$ cat src/rtl/vmem_arbiter.sv
`default_nettype none
//==============================================================================
// Module      : vmem_arbiter
// Description : Shares the single-port video memory between the VGA scan-out
//               read path and one buffered pixel-write requester. Scan-out
//               reads own the memory while vga_valid=1. Writes wait in a small
//               FIFO and are drained in order during blanking.
// Ports       : clk, rst (async, active-high)
//               vga_valid, h_addr, v_addr -> vga_data    scan-out side
//               wr_valid, wr_addr, wr_data -> wr_ready   write requester
//               mem_addr, mem_we, mem_wdata <- mem_rdata memory side
//               fifo_count, wr_pending                   buffer status
//               steal_cnt                                (VMEM_ARB_STEAL_EN only)
// Options     : VMEM_ARB_STEAL_EN - when the FIFO is full during active video,
//               steal at most one pixel slot per 16 clocks to drain one entry.
// Revision    : 1.0 - initial release
//==============================================================================
module vmem_arbiter #(
    parameter int FIFO_DEPTH = 4,
    parameter int ADDR_W     = 19,
    parameter int DATA_W     = 24
) (
    input  logic                        clk,
    input  logic                        rst,
    input  logic                        vga_valid,
    input  logic [9:0]                  h_addr,
    input  logic [8:0]                  v_addr,
    output logic [DATA_W-1:0]           vga_data,
    input  logic                        wr_valid,
    output logic                        wr_ready,
    input  logic [ADDR_W-1:0]           wr_addr,
    input  logic [DATA_W-1:0]           wr_data,
    output logic [ADDR_W-1:0]           mem_addr,
    output logic                        mem_we,
    output logic [DATA_W-1:0]           mem_wdata,
    input  logic [DATA_W-1:0]           mem_rdata,
    output logic [$clog2(FIFO_DEPTH):0] fifo_count,
    output logic                        wr_pending
`ifdef VMEM_ARB_STEAL_EN
    ,
    output logic [15:0]                 steal_cnt
`endif
);

    localparam int PTR_W = $clog2(FIFO_DEPTH);
    localparam int CNT_W = PTR_W + 1;

    localparam logic [CNT_W-1:0] c_FULL_CNT = CNT_W'(FIFO_DEPTH);

    localparam logic [0:0] c_ST_READ  = 1'b0;
    localparam logic [0:0] c_ST_DRAIN = 1'b1;

    // Write buffer storage and pointers
    logic [ADDR_W-1:0] r_fifo_addr [FIFO_DEPTH];
    logic [DATA_W-1:0] r_fifo_data [FIFO_DEPTH];
    logic [PTR_W-1:0]  r_wr_ptr;
    logic [PTR_W-1:0]  r_rd_ptr;
    logic [CNT_W-1:0]  r_count;
    logic [CNT_W-1:0]  w_count_next;
    logic              r_wr_ready;
    logic [0:0]        r_state;
    logic [DATA_W-1:0] r_vga_data;

    logic              w_empty;
    logic              w_full;
    logic              w_push;
    logic              w_pop;
    logic              w_steal;
    logic              w_write;
    logic [ADDR_W-1:0] w_scan_addr;

    assign w_empty     = (r_count == '0);
    assign w_full      = (r_count == c_FULL_CNT);
    assign w_push      = wr_valid && r_wr_ready;
    assign w_scan_addr = ADDR_W'({h_addr, v_addr});

    // A write happens in any blanking cycle with buffered data, so the very
    // first blanking cycle already drains the head entry.
    assign w_write = (!vga_valid && !w_empty) || w_steal;
    assign w_pop   = w_write;

`ifdef VMEM_ARB_STEAL_EN
    logic [3:0]  r_gap;
    logic [15:0] r_steal_cnt;

    // r_gap counts clocks since the last steal and saturates at 15, so the
    // next steal is allowed no earlier than 16 clocks after the previous one.
    assign w_steal   = vga_valid && w_full && (r_gap == 4'hF);
    assign steal_cnt = r_steal_cnt;

    always_ff @(posedge clk or posedge rst) begin
        if (rst) begin
            r_gap       <= 4'hF;
            r_steal_cnt <= '0;
        end else if (w_steal) begin
            r_gap <= '0;
            if (r_steal_cnt != 16'hFFFF) begin
                r_steal_cnt <= r_steal_cnt + 16'd1;
            end
        end else if (r_gap != 4'hF) begin
            r_gap <= r_gap + 4'd1;
        end
    end
`else
    assign w_steal = 1'b0;
`endif

    always_comb begin
        w_count_next = r_count;
        case ({w_push, w_pop})
            2'b10:   w_count_next = r_count + CNT_W'(1);
            2'b01:   w_count_next = r_count - CNT_W'(1);
            default: w_count_next = r_count;
        endcase
    end

    // Storage needs no reset: pointers and count define what is valid.
    always_ff @(posedge clk) begin
        if (w_push) begin
            r_fifo_addr[r_wr_ptr] <= wr_addr;
            r_fifo_data[r_wr_ptr] <= wr_data;
        end
    end

    always_ff @(posedge clk or posedge rst) begin
        if (rst) begin
            r_wr_ptr   <= '0;
            r_rd_ptr   <= '0;
            r_count    <= '0;
            r_wr_ready <= 1'b1;
        end else begin
            if (w_push) begin
                r_wr_ptr <= r_wr_ptr + PTR_W'(1);
            end
            if (w_pop) begin
                r_rd_ptr <= r_rd_ptr + PTR_W'(1);
            end
            r_count    <= w_count_next;
            // Tracks the registered count, so a full FIFO refuses a push even
            // when an entry pops in the same cycle.
            r_wr_ready <= (w_count_next != c_FULL_CNT);
        end
    end

    // Arbitration state
    always_ff @(posedge clk or posedge rst) begin
        if (rst) begin
            r_state <= c_ST_READ;
        end else begin
            case (r_state)
                c_ST_READ: begin
                    if (!vga_valid && !w_empty) begin
                        r_state <= c_ST_DRAIN;
                    end
                end
                c_ST_DRAIN: begin
                    if (vga_valid || w_empty) begin
                        r_state <= c_ST_READ;
                    end
                end
                default: r_state <= c_ST_READ;
            endcase
        end
    end

    // Scan-out pixel register; a stolen slot repeats the previous pixel.
    always_ff @(posedge clk or posedge rst) begin
        if (rst) begin
            r_vga_data <= '0;
        end else if (!w_steal) begin
            r_vga_data <= vga_valid ? mem_rdata : '0;
        end
    end

    // Memory port mux; held at zero while reset is asserted.
    always_comb begin
        mem_addr  = w_scan_addr;
        mem_we    = 1'b0;
        mem_wdata = '0;
        if (rst) begin
            mem_addr = '0;
        end else if (w_write) begin
            mem_addr  = r_fifo_addr[r_rd_ptr];
            mem_we    = 1'b1;
            mem_wdata = r_fifo_data[r_rd_ptr];
        end
    end

    assign vga_data   = r_vga_data;
    assign wr_ready   = r_wr_ready;
    assign fifo_count = r_count;
    assign wr_pending = (r_count != '0);

endmodule
`default_nettype wire
$ cat config.mk
export PLATFORM = sky130hd
export DESIGN_NAME = vmem_arbiter
export DESIGN_NICKNAME = d
export VERILOG_FILES = /design/src/rtl/vmem_arbiter.sv
export SDC_FILE = /design/constraint.sdc
export NUM_CORES = 1
export LEC_CHECK = 0
export CELL_PAD_IN_SITES_DETAIL_PLACEMENT = 0
export CELL_PAD_IN_SITES_GLOBAL_PLACEMENT = 2
export CORE_ASPECT_RATIO = 1.4
export CORE_UTILIZATION = 47
export DETAILED_ROUTE_END_ITERATION = 10
export DONT_BUFFER_PORTS = 1
export PLACE_DENSITY = 0.85
export RECOVER_POWER = 50
export SYNTH_ARGS = -nofsm -noshare
export SYNTH_HDL_FRONTEND = slang
export SYNTH_SLANG_ARGS = --single-unit
$ cat constraint.sdc
create_clock -name clk -period 2.8 [get_ports clk]
set_input_delay 0.7 -clock clk [delete_from_list [all_inputs] [get_ports clk]]
set_output_delay 0.7 -clock clk [all_outputs]
set_load 0.01 [all_outputs]
==> flow_summary.toml, run 1 <==
[floorplanning]
die_area_mm2 = 0.01721
die_height_um = 154.8
placement_rows = 55
die_w_um = 111.2
io_pins = 163
core_mm2 = 0.01624
initial_cell_density_of_the_core = 0.4828

[global_route]
number_of_global_route_vias_before_repair = 3726
grt_overflow_total = 0
grt_first_pass_wirelength_um = 21110
global_route.usage.total = 0.1640
number_of_antenna_violations_at_the_first_check_in_global_routing = 0
pin_count_of_the_biggest_net_entering_global_routing = 45

[clock_network]
clock_latency_ps = 470
htreeDepth = 1
clkTransAtPathRegs_ps = 70
clk_path_buf_depth = 3
root_buffer = "clkbuf_16"
clock_buffer_count_from_cts = 18
clock_sinks = 204
tritoncts_clock_tree = "yes"

[critical_path]
cp_data_required_time_ps = 2100
cp_slowest_stage_delay_ps = 470
worst-endpoint-arrival_ps = 2030
worst-setup-path-type = "reg2out"
critical_path.endpoint_type = "output pin"
worst-path-buf-inv = 2
cp_top_family = "flip-flops"
critical_path.cell_chain = "nor3_4 -> inv_2 -> a21oi_4 -> buf_6 -> a22o_1"
slowest_cell_on_the_critical_path = "dfrtp_1"
kind_of_start_point_of_the_critical_path = "flip-flop"
timing.critical_path.fanout_max = 19

[synth]
synth.most_common_cell = "edfxtp_1"
postSynthCellCount = 366
synthArstFlopShare = 0.1569
synth.distinct_cells = 28
muxShareOfSynthArea = 0.1315
synth-warning-count = 0
post_syn_area_mm2 = 0.007841
synth.net_count = 462
ys_top_cells_by_count = "172 x edfxtp_1, 48 x and2_1, 32 x mux4_2, 31 x dfrtp_1, 19 x a22o_1"
yosys.area_share.adder = 0.01053
synth_compound_gate_area_share = 0.02505
yosys_register_bits = 204
synth.largest_area_cell = "edfxtp_1"
largest_family_of_logic_cells_by_synthesized_area = "multiplexers"
postSynth.topFlopCell = "edfxtp_1"
post_synth.cell_area_avg_um2 = 21.42
seq_area_frac_synth = 0.7610
synth_edf_count = 172
post_synth_main_area_contributors = "edfxtp_1 66%, dfrtp_1 9.9%, mux4_2 9.2%"
yosys.area_share.simple = 0.04771
yosysTopAreaCellShare = 0.6587
synthXorXnorAreaFrac = 0.005585

[sta]
worst-slew-pin-transition_ps = 1477
rsz_0062_raised_after_global_routing = "false"
relSlewSlack = 0.01550
setup_tns_ps = 0
hold_viol_final = 0
fin_skew_ps = 13.16
total_of_endpoints_with_negative_setup_slack_in_the_final_report = 0
finalCriticalPeriod_ps = 2732
smallest_setup_slack_after_layout_ps = 68.41
finalCritPeriodShare = 0.9756
fmaxAchievable_mhz = 366.1
slew_viol_final = 0

[placement]
detailedPlace.worstSlack_ps = 363.2
portbufs = 0
hpwl_um = 8556
place_congestion = 0.7264

[worst_hold_path]
path_category_of_the_worst_min_delay_check = "in2reg"

[run_status]
status = "finished, violations left"
violated_checks = "DRC"

[pwr]
static-leakage-power_nw = 3.040
powerDensity_mw_per_mm2 = 981.2
vdd.ir_drop.worst_v = 0.0004432

[drt]
drcViolationCount = 16
postRouteAntennaNets = 0
detail_route.first_pass.iterations = 8
routed-via-count = 3394
totalWireLength_um = 13940
vias_per_cell = 5.685
post_drt_wl_per_cell_um = 23.35
detail_route.iter0.violations = 214

[layout]
antenna_cells = 0
area.growth.synth_to_final_pct = 11.94
layout-drive-gt1-share = 0.2136
utilization = 0.5404
nNetsFinal = 482

[flow_run]
cap_viol_max_count = 0
==> power by group <==
part / internal, mW / switching (mW) / total [mW]
Clock: 1.38 / 0.992 / 2.37
Sequential: 3.91 / 0.236 / 4.14
Combinational: 1.05 / 1.05 / 2.10
==> per-layer routing <==
layer | wire length, µm | track usage | vias to the layer above
li1 | - | - | 1498
met1 | 4979 | 0.1827 | 1744
met2 | 7438 | 0.2961 | 137
met3 | 1331 | 0.05643 | 15
met4 | 193 | 0.04762 | 0
met5 | 0 | 0 | -
==> per-stage QoR <==
step	power [mW]	hold WS, ps	std cells	cell area, µm²
6_report	8.612	322.0	597	8777
5_1_grt	9.000	296.9	597	8777
4_1_cts	8.756	303.4	597	8780
3_3_place_gp	6.180	463.5	560	8118
3_5_place_dp	6.264	460.9	560	8118
2_1_floorplan	5.732	498.0	366	7841
==> layout by cell type (no fill, tap or decap), drive strengths merged, types with 2 or more instances in the layout <==
master	count
clkbuf	28
mux4	43
inv	9
nor3	2
edfxtp	172
nand2	2
dfrtp	31
xor2	2
clkinv	3
and3	4
ha	5
xnor2	3
and2	48
buf	15
a22o	19
==> worst paths after layout <==
path                                          endpoint  cells past startpoint               startpoint  slack, ps
min in group asynchronous      r_rd_ptr[0]$_DFFE_PP0N_                      2                      rst        540
min                        r_fifo_addr[1][8]$_DFFE_PP_                      0               wr_addr[8]        320
max reg2reg                         wr_ready$_DFF_PP1_                      8  fifo_count[0]$_DFF_PP0_        480
max in group asynchronous      fifo_count[0]$_DFF_PP0_                      3                      rst        670
max                                        mem_addr[6]                      5  fifo_count[1]$_DFF_PP0_         70
min reg2reg                    r_wr_ptr[0]$_DFFE_PP0P_                      1  r_wr_ptr[0]$_DFFE_PP0P_        530
==> layout make-up <==
cell class / instances / area (µm²)
Fill cell: 1215 / 7463
Sequential cell: 204 / 5972
Multi-Input combinational cell: 137 / 1740
Clock buffer: 27 / 556.8
Tap cell: 199 / 249.0
Timing Repair Buffer: 17 / 205.2
Inverter: 8 / 30.03
Clock inverter: 5 / 23.77
==> state kept, by name, indices dropped and copies added (netlist names) <==
register	count
fifo_count	3
wr_ready	1
r_fifo_addr	76
r_rd_ptr	2
r_fifo_data	96
vga_data	24
r_wr_ptr	2
==> worst reg2reg max path, stage by stage, from the launching register on <==
cell and delay, ps:
dfrtp_1 500, nor3_4 100, nor2_1 180, ha_1 220, inv_1 70, fa_1 380, xor2_1 160, or3_1 350
a211o_1 300
==> cell families (layout without fill, tap and decap cells) <==
family	after synthesis	count (layout)
compound gates	22	22
xor+xnor	5	5
fa+ha+maj	6	6
buf+inv	25	57
flops	204	204
mux	45	45
simple gates	59	59
==> timing repair <==
item                                    in CTS  in global routing
pin swaps                                    0                  0
hold endpoints to repair                     2                  0
setup buffers                                4                  0
endpoints found under the setup margin      31                  1
hold buffers                                 1                  0
resized for setup                            1                  1
(Power assumes the default switching activity.)
==> run 2: changes to the inputs <==
--- a/config.mk
+++ b/config.mk
@@ -10,2 +10,3 @@
 export CORE_ASPECT_RATIO = 1.4
+export CORE_MARGIN = 5
 export CORE_UTILIZATION = 47
==> constraint.sdc (replaced) <==
create_clock -name clk -period 2.8 [get_ports clk]
set_input_delay 0.14 -clock clk [delete_from_list [all_inputs] [get_ports clk]]
set_output_delay 0.14 -clock clk [all_outputs]
set_load 0.01 [all_outputs]
==> flow_summary.toml, run 2 (synthesized netlist as in run 1, its figures left out) <==
[layout]
nNetsFinal = 546
area.sequential_mm2 = 0.005972
instances_no_fill = 666
max_flop_register = "r_fifo_data"
nFillCells = 1196
mostFrequentLayoutCells = "172 x edfxtp_1, 70 x dlygate4sd3_1, 35 x and2_1"
multiInputGateArea_mm2 = 0.001739
area.growth.synth_to_final_pct = 19.85
utilization = 0.5659
most_common_cell_after_layout_fill_and_taps_aside = "edfxtp_1"
layout-drive-gt1-share = 0.1775
largest_register_ffs = 96

[clock_network]
clock_buffer_count_from_cts = 19
clk_path_buf_depth = 3
clock_latency_ps = 460
clock_sinks = 204
clkTransAtPathRegs_ps = 60
post-cts-setup-buffer-count = 0
root_buffer = "clkbuf_16"
htreeDepth = 1
tritoncts_clock_tree = "yes"

[placement]
portbufs = 0
dp_cell_count = 562
hpwl_um = 8847
place_congestion = 0.7177

[global_route]
number_of_antenna_violations_at_the_first_check_in_global_routing = 1
pin_count_of_the_biggest_net_entering_global_routing = 45
grt_first_pass_wirelength_um = 22400
grt_overflow_total = 0
number_of_global_route_vias_before_repair = 4083
global_route.usage.total = 0.1500

[floorplanning]
io_pins = 163
die_area_mm2 = 0.01940
die_height_um = 162.8
placement_rows = 56
initial_cell_density_of_the_core = 0.4722
die_w_um = 119.2
core_mm2 = 0.01661

[drt]
totalWireLength_um = 14540
detail_route.iter0.violations = 165
vias_per_cell = 5.477
drcViolationCount = 0
postRouteAntennaNets = 0
routed-via-count = 3648
detail_route.first_pass.iterations = 4
post_drt_wl_per_cell_um = 21.84

[pwr]
p_total_mw = 8.586
powerDensity_mw_per_mm2 = 913.6
vdd.ir_drop.worst_v = 0.0006156
static-leakage-power_nw = 3.292

[critical_path]
r2r_cells = 8
worst_r2r_src = "fifo_count[0]$_DFF_PP0_"
cp_data_required_time_ps = 2660
worst-endpoint-arrival_ps = 2350
setup.reg_to_reg.worst_slack_ps = 480
worst-setup-path-type = "reg2out"
reg2reg_to = "wr_ready$_DFF_PP1_"
critical_path.endpoint_type = "output pin"
timing.critical_path.fanout_max = 31
kind_of_start_point_of_the_critical_path = "flip-flop"

[sta]
fin_skew_ps = 4.986
setup_tns_ps = 0
hold_slack_ps = 31.58
finalCritPeriodShare = 0.8895
total_of_endpoints_with_negative_setup_slack_in_the_final_report = 0
rsz_0062_raised_after_global_routing = "false"
hold_viol_final = 0
relSlewSlack = 0.09459
slew_viol_final = 0
worst-slew-pin-transition_ps = 1358
fmaxAchievable_mhz = 401.5
finalCriticalPeriod_ps = 2491

[flow_run]
cap_viol_max_count = 0

[worst_hold_path]
path_category_of_the_worst_min_delay_check = "in2async"

[run_status]
status = "finished clean"
## run 2: where the power goes
group          switching (mW)  internal [mW]
Clock                   0.995           1.39
Combinational           0.941          0.994
Sequential              0.364           3.90
## run 2: metrics by stage
stage | setup WS [ps] | instance area, µm²
5_1_grt | 158.2 | 9398
6_report | 309.4 | 9398
4_1_cts | 225.1 | 9399
3_3_place_gp | 599.7 | 8108
2_1_floorplan | 679.3 | 7841
3_5_place_dp | 479.2 | 8108
## run 2: cell type report
class | instances | share of cell area
Timing Repair Buffer | 80 | 0.08614
Inverter | 8 | 0.003195
Tap cell | 203 | 0.02703
Clock buffer | 28 | 0.05938
Multi-Input combinational cell | 137 | 0.1851
Antenna cell | 1 | 0.0002663
Clock inverter | 5 | 0.003462
Sequential cell | 204 | 0.6355
## run 2: layer usage
layer / routed length, µm / up-vias / track usage
met5: 0 / - / 0
met4: 249 / 0 / 0.04059
met3: 1180 / 22 / 0.04343
met2: 8020 / 140 / 0.2789
met1: 5094 / 1853 / 0.1670
li1: - / 1633 / -
## run 2: worst max-delay path, cell delays in order, from the launching register on
cell     delay [ps]
dfrtp_4         810
buf_4           300
mux4_2          530
a22o_1          240
## run 2: how the worst max path moves through the flow
| stage | start | end | cells after the start |
|---|---|---|---|
| floorplan | fifo_count[0]$_DFF_PP0_ | wr_ready$_DFF_PP1_ | 8 |
| detailed placement | fifo_count[0]$_DFF_PP0_ | wr_ready$_DFF_PP1_ | 8 |
| global route | r_rd_ptr[0]$_DFFE_PP0N_ | mem_addr[10] | 3 |
| CTS | r_rd_ptr[0]$_DFFE_PP0N_ | mem_addr[12] | 3 |
| finish | r_rd_ptr[0]$_DFFE_PP0N_ | mem_addr[12] | 3 |
| global placement | fifo_count[0]$_DFF_PP0_ | wr_ready$_DFF_PP1_ | 8 |
## run 2: what timing repair did
item                                    in CTS  in global routing
resized for setup                            0                  0
hold endpoints to repair                   231                  0
hold buffers                                70                  0
endpoints found under the setup margin       0                  0
==> run 3: changes to the inputs <==
BUFFER_PORTS_ARGS = -buffer_cell sky130_fd_sc_hd__buf_2   (was unset)
CORE_UTILIZATION = 40   (was 47)
DONT_BUFFER_PORTS = unset   (was 1)
PLACE_DENSITY = 0.84   (was 0.85)
==> flow_summary.toml, run 3 (synthesized netlist as in run 1, its figures left out) <==
[clock_network]
clock_latency_ps = 480
clock_buffer_count_from_cts = 20
htreeDepth = 1
clk_path_buf_depth = 3
root_buffer = "clkbuf_16"
post-cts-setup-buffer-count = 0
clkTransAtPathRegs_ps = 60
clock_sinks = 204
tritoncts_clock_tree = "yes"

[layout]
max_flop_register = "r_fifo_data"
nNetsFinal = 706
utilization = 0.5335
layout-drive-gt1-share = 0.2830
area.growth.synth_to_final_pct = 31.26
nFillCells = 1544
largest_register_ffs = 96
most_common_cell_after_layout_fill_and_taps_aside = "edfxtp_1"
mostFrequentLayoutCells = "172 x edfxtp_1, 94 x buf_2, 68 x dlygate4sd3_1, 68 x clkbuf_1, 35 x and2_1"

[global_route]
number_of_antenna_violations_at_the_first_check_in_global_routing = 0
grt_overflow_total = 0
global_route.usage.total = 0.1497
pin_count_of_the_biggest_net_entering_global_routing = 45
use_met2 = 0.2691
grt_first_pass_wirelength_um = 26540
global_route.usage.met3 = 0.03742
grt_busiest_layer = "met2"
globalRouteMet1Util = 0.1734
number_of_global_route_vias_before_repair = 4987

[drt]
totalWireLength_um = 16620
vias_per_cell = 4.921
drcViolationCount = 0
post_drt_wl_per_cell_um = 19.09
detail_route.first_pass.iterations = 4
detail_route.iter0.violations = 259
postRouteAntennaNets = 0
routed-via-count = 4286

[floorplanning]
initial_cell_density_of_the_core = 0.4064
die_height_um = 175.7
die_w_um = 128.3
placement_rows = 60
io_pins = 163
core_mm2 = 0.01929
die_area_mm2 = 0.02254

[critical_path]
r2r_cells = 8
critical_path.endpoint_type = "output pin"
worst-setup-path-type = "reg2out"
cp_data_required_time_ps = 2660
worst-endpoint-arrival_ps = 2260
kind_of_start_point_of_the_critical_path = "flip-flop"
timing.critical_path.fanout_max = 19

[sta]
total_of_endpoints_with_negative_setup_slack_in_the_final_report = 0
fin_skew_ps = 9.986
worst-slew-pin-transition_ps = 689.2
finalCritPeriodShare = 0.8565
relSlewSlack = 0.5400
slew_viol_final = 0
fmaxAchievable_mhz = 417.0
hold_viol_final = 0
setup_tns_ps = 0
finalCriticalPeriod_ps = 2398
hold_slack_ps = 36.99
rsz_0062_raised_after_global_routing = "false"

[flow_run]
cap_viol_max_count = 0

[pwr]
p_total_mw = 9.342
static-leakage-power_nw = 3.837
vdd.ir_drop.worst_v = 0.0006379
powerDensity_mw_per_mm2 = 907.7

[worst_hold_path]
min_delay_path_depth = 3
path_category_of_the_worst_min_delay_check = "in2reg"

[run_status]
status = "finished clean"

[placement]
hpwl_um = 10150
portbufs = 162
place_congestion = 0.7195
[run 3: cell types whose count changed in the layout (fill, tap and decap cells not counted), moves of 2 or more]
cell and change:
clkinv_2 +2, clkbuf_8 -2, buf_2 +94, clkinv_1 +4, clkbuf_4 -2, inv_4 -3, clkbuf_1 +63, dlygate4sd3_1 -2
bufinv_16 +5
[run 3: area by class of cell]
| type | count | area, µm² | area share |
|---|---|---|---|
| diodes | 1 | 2.502 | 0.0002431 |
| clock buffers | 21 | 525.5 | 0.05106 |
| clock inverters | 13 | 188.9 | 0.01836 |
| inverters | 8 | 30.03 | 0.002918 |
| multi-input cells | 137 | 1739 | 0.1690 |
| flip-flops and latches | 204 | 5972 | 0.5802 |
| well taps | 248 | 310.3 | 0.03015 |
| repair buffers | 239 | 1524 | 0.1481 |
[run 3: critical path, stage by stage, from the launching register on]
cell and delay [ps]:
dfrtp_1 450, nor3_4 280, inv_2 100, a21oi_4 550, a22o_1 260, buf_2 130
[run 3: worst paths after layout]
kind	from	to	slack, ps
setup / recovery	fifo_count[0]$_DFF_PP0_	mem_addr[15]	400
hold / removal	wr_valid	r_wr_ptr[0]$_DFFE_PP0P_	40
setup reg to reg	fifo_count[0]$_DFF_PP0_	wr_ready$_DFF_PP1_	480
hold reg to reg	r_wr_ptr[0]$_DFFE_PP0P_	r_wr_ptr[0]$_DFFE_PP0P_	550
max in group asynchronous	rst	vga_data[11]$_DFF_PP0_	1700
min in group asynchronous	rst	vga_data[14]$_DFF_PP0_	440
[run 3: what timing repair did]
item,in CTS,in global routing
hold endpoints to repair,212,0
hold buffers,68,0
resized for setup,0,0
[run 3: stage by stage]
stage,setup WS (ps),instances,area [µm²]
2_1_floorplan,679.3,366,7841
3_3_place_gp,663.0,768,8980
3_5_place_dp,482.5,768,8980
4_1_cts,352.2,870,10380
5_1_grt,286.8,870,10290
6_report,401.8,871,10290
[run 3: power by group]
| part | switching, mW | internal, mW | total [mW] | leakage (nW) |
|---|---|---|---|---|
| registers | 0.219 | 3.90 | 4.12 | 1.98 |
| clock network | 1.07 | 1.81 | 2.89 | 0.352 |
| logic | 1.17 | 1.16 | 2.33 | 1.51 |
[run 3: metal layers]
layer | up-vias | part of all wire
li1 | 1954 | -
met1 | 2158 | 0.37
met2 | 145 | 0.54
met3 | 29 | 0.072
met4 | 0 | 0.022
met5 | - | 0
